`config.mk`:
```
export PLATFORM = sky130hd
export DESIGN_NAME = alu_share_arbiter
export DESIGN_NICKNAME = d
export VERILOG_FILES = /design/src/rtl/alu_share_arbiter.sv
export SDC_FILE = /design/constraint.sdc
export NUM_CORES = 1
export LEC_CHECK = 0
export ABC_AREA = 1
export CAP_MARGIN = 20
export CORE_MARGIN = 4
export CORE_UTILIZATION = 40
export CTS_CLUSTER_DIAMETER = 80
export DETAILED_ROUTE_END_ITERATION = 7
export PLACE_DENSITY = 0.75
export SYNTH_ARGS = -nofsm -noshare
export SYNTH_HDL_FRONTEND = slang
export SYNTH_SLANG_ARGS = --single-unit
```
`constraint.sdc`:
```
create_clock -name clk -period 3.05 [get_ports clk]
set_input_delay 0.305 -clock clk [delete_from_list [all_inputs] [get_ports clk]]
set_output_delay 0.305 -clock clk [all_outputs]
set_load 0.02 [all_outputs]
```
`src/rtl/alu_share_arbiter.sv`:
```
// Two-requester round-robin front end for one registered ALU (ADD/AND/SHL/SRA).
// Define ALU_SHARE_CARRY_EN to add the registered rsp_carry output.
module alu_share_arbiter #(
  parameter int WIDTH = 8
) (
  input  logic             clk,
  input  logic             rst_n,
  input  logic             req0_valid,
  output logic             req0_ready,
  input  logic [1:0]       req0_op,
  input  logic [WIDTH-1:0] req0_a,
  input  logic [WIDTH-1:0] req0_b,
  input  logic             req1_valid,
  output logic             req1_ready,
  input  logic [1:0]       req1_op,
  input  logic [WIDTH-1:0] req1_a,
  input  logic [WIDTH-1:0] req1_b,
  output logic             rsp_valid,
  input  logic             rsp_ready,
  output logic [WIDTH-1:0] rsp_data,
  output logic             rsp_id
`ifdef ALU_SHARE_CARRY_EN
  ,
  output logic             rsp_carry
`endif
);

  // state | meaning
  // IDLE  | arbitrating, readys may assert
  // EXEC  | operands latched, ALU result registered this cycle
  // RESP  | response held until rsp_ready
  typedef enum logic [1:0] {
    IDLE = 2'd0,
    EXEC = 2'd1,
    RESP = 2'd2
  } state_t;

  localparam logic [1:0] OP_ADD = 2'b00;
  localparam logic [1:0] OP_AND = 2'b01;
  localparam logic [1:0] OP_SHL = 2'b10;
  localparam logic [WIDTH-1:0] C_WIDTH = WIDTH'(WIDTH);

  state_t           r_state;
  logic             r_rr_last;
  logic [1:0]       r_op;
  logic [WIDTH-1:0] r_a;
  logic [WIDTH-1:0] r_b;
  logic             r_id;
  logic             r_rsp_valid;
  logic [WIDTH-1:0] r_rsp_data;
  logic             r_rsp_id;

  logic             w_any_valid;
  logic             w_grant_id;
  logic             w_accept;
  logic [1:0]       w_sel_op;
  logic [WIDTH-1:0] w_sel_a;
  logic [WIDTH-1:0] w_sel_b;
  logic             w_shift_big;
  logic [WIDTH-1:0] w_result;

  // On a tie the requester that did not win last time gets the grant.
  assign w_any_valid = req0_valid | req1_valid;
  assign w_grant_id  = (req0_valid & req1_valid) ? ~r_rr_last : req1_valid;
  assign req0_ready  = (r_state == IDLE) & w_any_valid & ~w_grant_id;
  assign req1_ready  = (r_state == IDLE) & w_any_valid & w_grant_id;
  assign w_accept    = req0_ready | req1_ready;

  assign w_sel_op = w_grant_id ? req1_op : req0_op;
  assign w_sel_a  = w_grant_id ? req1_a  : req0_a;
  assign w_sel_b  = w_grant_id ? req1_b  : req0_b;

`ifdef ALU_SHARE_CARRY_EN
  logic [WIDTH:0] w_sum;
  logic           w_carry;
  logic           r_rsp_carry;
  assign w_sum     = {1'b0, r_a} + {1'b0, r_b};
  assign w_carry   = (r_op == OP_ADD) & w_sum[WIDTH];
  assign rsp_carry = r_rsp_carry;
`else
  logic [WIDTH-1:0] w_sum;
  assign w_sum = r_a + r_b;
`endif

  assign w_shift_big = (r_b >= C_WIDTH);

  always_comb begin
    w_result = '0;
    case (r_op)
      OP_ADD:  w_result = w_sum[WIDTH-1:0];
      OP_AND:  w_result = r_a & r_b;
      OP_SHL:  w_result = w_shift_big ? '0 : (r_a << r_b);
      default: w_result = w_shift_big ? {WIDTH{r_a[WIDTH-1]}}
                                      : $unsigned($signed(r_a) >>> r_b);
    endcase
  end

  always_ff @(posedge clk or negedge rst_n) begin
    if (!rst_n) begin
      r_state     <= IDLE;
      r_rr_last   <= 1'b1;
      r_op        <= '0;
      r_a         <= '0;
      r_b         <= '0;
      r_id        <= 1'b0;
      r_rsp_valid <= 1'b0;
      r_rsp_data  <= '0;
      r_rsp_id    <= 1'b0;
`ifdef ALU_SHARE_CARRY_EN
      r_rsp_carry <= 1'b0;
`endif
    end else begin
      case (r_state)
        IDLE: begin
          if (w_accept) begin
            r_op      <= w_sel_op;
            r_a       <= w_sel_a;
            r_b       <= w_sel_b;
            r_id      <= w_grant_id;
            r_rr_last <= w_grant_id;
            r_state   <= EXEC;
          end
        end
        EXEC: begin
          r_rsp_data  <= w_result;
          r_rsp_id    <= r_id;
          r_rsp_valid <= 1'b1;
`ifdef ALU_SHARE_CARRY_EN
          r_rsp_carry <= w_carry;
`endif
          r_state     <= RESP;
        end
        RESP: begin
          if (rsp_ready) begin
            r_rsp_valid <= 1'b0;
            r_state     <= IDLE;
          end
        end
        default: r_state <= IDLE;
      endcase
    end
  end

  assign rsp_valid = r_rsp_valid;
  assign rsp_data  = r_rsp_data;
  assign rsp_id    = r_rsp_id;

endmodule

```
* After elaboration in Yosys (flattened, before gate mapping) *
Cells that the tools add are included.
Widths: inputs -> output; s select.

storage, ports and cells
  register bits = 32
  output and inout port bits = 12
  word-level logic and storage cells = 46

operators by class
  add/subtract/negate cells = 1
  $lt $le $gt $ge = 1
  equal/unequal tests = 6
  shifts and indexed selects = 2
  muxes and demuxes = 12
  bitwise logic cells = 9
  reductions and logical operators = 6

operators by type and width
  kind                number
  $mux 8              4
  $pmux 8 s3          1
  $add 8x8->8         1
  $and 8x8->8         1
  $ge 8x4->1 const B  1
  $shl 8x8->8         1
  $sshr 8x8->8        1
  $mux 2              3
  $pmux 2 s3          1
  $reduce_and 2->1    3
  $and 1x1->1         4
  $eq 2x1->1 const B  2
  $eq 2x2->1 const B  2
  $logic_not 2->1     2
  $ne 2x2->1 const B  2
  $mux 1              2
  $not 1->1           2
  $or 1x1->1          2
  $pmux 1 s2          1
  $reduce_bool 2->1   1

* Longest topological paths before layout *
  depth in word-level cells = 7
  gate-level depth with buffers = 12

* Least setup slack after synthesis *
No wires, ideal clock.

  path type = flip-flop to flip-flop
  start = reg r_b[1]
  end = reg r_rsp_data[4] (netlist: rsp_data[4])
  library setup time = 117 ps
  arrival = 1,700 ps
  data required time = 2,933 ps
  slack = 1,233 ps
  stages on the path, launching flop included = 13
  path through = dfrtp_1 > inv_1 > clkbuf_1 > fa_1 > inv_1 > nand3_1 > nand2_1 > nand2_1 > nand2_1 > o21ai_1 > nand3b_1 > nand2_1 > nand2_1

between the ends
  longest elaborated chain between the ends = 3
  elaborated cells on any way between the ends = 7

RTL lines
  item                                      RTL line  RTL
  start, declared                           47        logic [WIDTH-1:0] r_b;
  start signal, assigned                    118       r_b <= w_sel_b;
  $ge 8x4->1, or another cell as far along  85        assign w_shift_big = (r_b >= C_WIDTH);
  $mux 8 (on tied branches)                 93, 92
  $pmux 8 s3 (*)                            89        case (r_op)
  end signal, assigned                      125       r_rsp_data <= w_result;
  end, declared                             50        logic [WIDTH-1:0] r_rsp_data;

Mark *: on every way between the ends. The rest lies on a longest branch, timed or not.
A chain may end at the register's enable or synchronous reset.

* Worst setup path in the final report *
  start = reg r_state[1]
  end = out req0_ready

between the ends
  longest elaborated chain between the ends = 3

RTL lines
  item                      RTL line  RTL
  start, declared           43        state_t r_state;
  start signal, assigned    100       r_state <= IDLE;
  start signal, assigned    121       r_state <= EXEC;
  start signal, assigned    131       r_state <= RESP;
  $logic_not 2->1           65        assign req0_ready = (r_state == IDLE) & w_any_valid & ~w_grant_id;
  $and 1x1->1 (2 in a row)  65
  end, declared             9         output logic req0_ready,

No other way between the ends.

==> impl_metrics.ini <==
[placement]
post_dp_cell_area_mm2 = 0.00292
io_buffer_count = 52
dp_hpwl_um = 5310
place_congestion = 0.937

[power]
cellLeakagePower_nw = 1.38
vdd_ir_drop_max_mv = 0.514
power_per_cell_area_mw_per_mm2 = 1050
finalPower_w = 0.00317

[route]
postRouteWirelength_um = 6480
drt-vias-per-instance = 5.40
drt_iter0_drc = 183
drt.antenna.violating_nets = 0
routedWlPerCell_um = 13.6
drt_pass1_iterations = 5
drc = 0
routed-via-count = 2575

[grt]
gr-total-overflow = 0
vias_in_the_first_global_route = 2540
grt_use_total_pct = 19.6
maximum_number_of_pins_on_one_net_before_global_route_repair = 33
initial_antenna_violation_count = 0
grt_pass1_wl_um = 11300

[setup_path]
startpoint_type = flip-flop
critPathArrivalTime_ps = 2050
setup.worst_path.end_class = output port
worst_ep_required_time_ps = 2740
crit_path_max_fanout = 19
crit_start = r_state[1]
critical_path_class = reg2out
worstReg2RegStart = r_b[1]

[timing]
maxSlewHeadroom_pct = 60.9
period_needed_ps = 2350
fmax_ghz = 0.425
final_hold_viol_count = 0
tns_ps = 0
timing_worst_slew_pin_value_ps = 584
fin_crit_sh_pct = 77.2
finalSetupViolations = 0
finClkSkew_ps = 9.26
grt_setup_unrepaired = false
timing_max_transition_violations_final = 0

[logic_synthesis]
synth_nets = 401
yosys.cell_types.count = 27
synth_compound_gate_area_share_pct = 10.9
synth_xor_xnor_area_share_pct = 0
async_s_r_ff_share_synth_pct = 100
simple_gate_area_share_of_the_yosys_netlist_pct = 43.6
synth.ff_latch_count = 32
main_combinational_cell_family_by_area_after_synthesis = simple AND/OR/NAND/NOR gates
mappedNetlistArea_mm2 = 0.00232
synth_adder_area_share_pct = 5.17
share_of_cell_area_taken_by_muxes_after_synthesis_pct = 0
synthesis.instances = 351
synth.yosys.seq_area_share_pct = 34.5
synth_ff_type = sky130_fd_sc_hd__dfrtp_1
synth_enable_flop_cells = 0
postSynthAreaPerCell_um2 = 6.62
synthesis.yosys.warnings = 0

[layout]
finalInstanceArea_mm2 = 0.00301
share_of_cells_above_drive_strength_1_pct = 6.17
insertedDiodeCount = 0
final_cell_mix = sky130_fd_sc_hd__nand2_1 (134), sky130_fd_sc_hd__nand3_1 (68), sky130_fd_sc_hd__clkdlybuf4s50_1 (52), sky130_fd_sc_hd__dfrtp_1 (31), sky130_fd_sc_hd__inv_1 (20)
layout-area-overhead-vs-synth_pct = 29.4
final_common_cell = sky130_fd_sc_hd__nand2_1
nNetsFinal = 454
layout.core_utilization_pct = 53.9

[run]
timing.max_cap.violations = 0

[clock_tree]
clockRootBuffer = sky130_fd_sc_hd__clkbuf_8
clock_sinks = 32
htree_levels = 2
clkSlewWorstSetupHoldPaths_ps = 70
postCtsSetupRepairBufs = 0
cts_tree = done
cts_made_buffers = 5
post_cts_resized = 0
max-clock-path-buffers = 2
cts_hold_buf = 0
clock_latency_ps = 290

[die]
die_width_um = 84.2
die_area_mm2 = 0.00709
core-area_mm2 = 0.00557
start_util_pct = 41.7
floorplan.io_pins = 53
row_count = 27
die-height_um = 84.2

[run_status]
outcome = finished clean

[min_path]
hold_path.class = in2async
cells in the mapped netlist, types with 5 or more instances:
master                     instances  area share, %
sky130_fd_sc_hd__o211ai_1          9            2.9
sky130_fd_sc_hd__nand4_1           6            1.6
sky130_fd_sc_hd__ha_1              8            4.3
sky130_fd_sc_hd__nor2_1           14            2.3
sky130_fd_sc_hd__dfrtp_1          31             33
sky130_fd_sc_hd__a21oi_1          13            2.8
sky130_fd_sc_hd__inv_1            20            3.2
sky130_fd_sc_hd__o21ai_0           8            1.7
sky130_fd_sc_hd__inv_2             5           0.81
sky130_fd_sc_hd__o21ai_1           8            1.7
sky130_fd_sc_hd__nand3_1          68             15
sky130_fd_sc_hd__nand2_1         134             22
sky130_fd_sc_hd__clkbuf_1          5           0.81
worst max-delay path, cell delays in order, from the launching register on:
cell,delay [ps]
sky130_fd_sc_hd__dfrtp_1,410
sky130_fd_sc_hd__nor2_1,140
sky130_fd_sc_hd__o21ai_1,110
sky130_fd_sc_hd__inv_2,130
sky130_fd_sc_hd__nand2_1,80
sky130_fd_sc_hd__inv_2,230
sky130_fd_sc_hd__clkdlybuf4s50_1,660
metal layers:
| layer | global-route usage, % | up-vias | wire length, µm |
|---|---|---|---|
| li1 | - | 1279 | - |
| met1 | 25.3 | 1193 | 2900 |
| met2 | 31.9 | 85 | 3040 |
| met3 | 3.43 | 18 | 372 |
| met4 | 8.77 | 0 | 167 |
| met5 | 0 | - | 0 |
flip-flops by register name, indices dropped and copies added (netlist names):
register and count:
rsp_data 8, r_b 8, r_id 1, rsp_id 1
r_op 2, rsp_valid 1, r_rr_last 1, r_a 8
r_state 2
final cells by class:
class                      count  area (µm²)
clock buffer                   5        68.8
timing repair buffer          55         543
inverter                      26        97.6
clock inverter                 3        18.8
fill                         546        2570
tap                           72        90.1
sequential                    32         802
multi-input combinational    284        1390
worst paths after layout:
kind | cells past startpoint | slack (ps) | end
setup / recovery | 6 | 700 | req0_ready
hold / removal | 2 | 420 | r_b[4]
setup reg to reg | 11 | 730 | rsp_data[4]
hold reg to reg | 2 | 490 | rsp_data[0]
max in group asynchronous | 2 | 2320 | r_rr_last
min in group clk | 2 | 490 | rsp_data[0]
kinds of logic after synthesis:
| logic type | after synthesis |
|---|---|
| compound gates | 43 |
| fa+ha+maj | 9 |
| buf+inv | 35 |
| flops | 32 |
| simple gates | 232 |
per-stage QoR:
step	setup slack (ps)	hold WS [ps]	cells
3_5_place_dp	759	473	469
5_1_grt	474	457	477
6_report	695	416	477
2_1_floorplan	1230	9.41	351
4_1_cts	681	431	477
3_3_place_gp	773	465	469
report_power, final:
| group | internal (W) | total [W] | switching, W |
|---|---|---|---|
| Clock | 0.000159 | 0.000321 | 0.000162 |
| Combinational | 0.000744 | 0.00197 | 0.00123 |
| Sequential | 0.000628 | 0.000878 | 0.000251 |
| Total | 0.00153 | 0.00317 | 0.00164 |
Power figures use the tool's default switching activity.
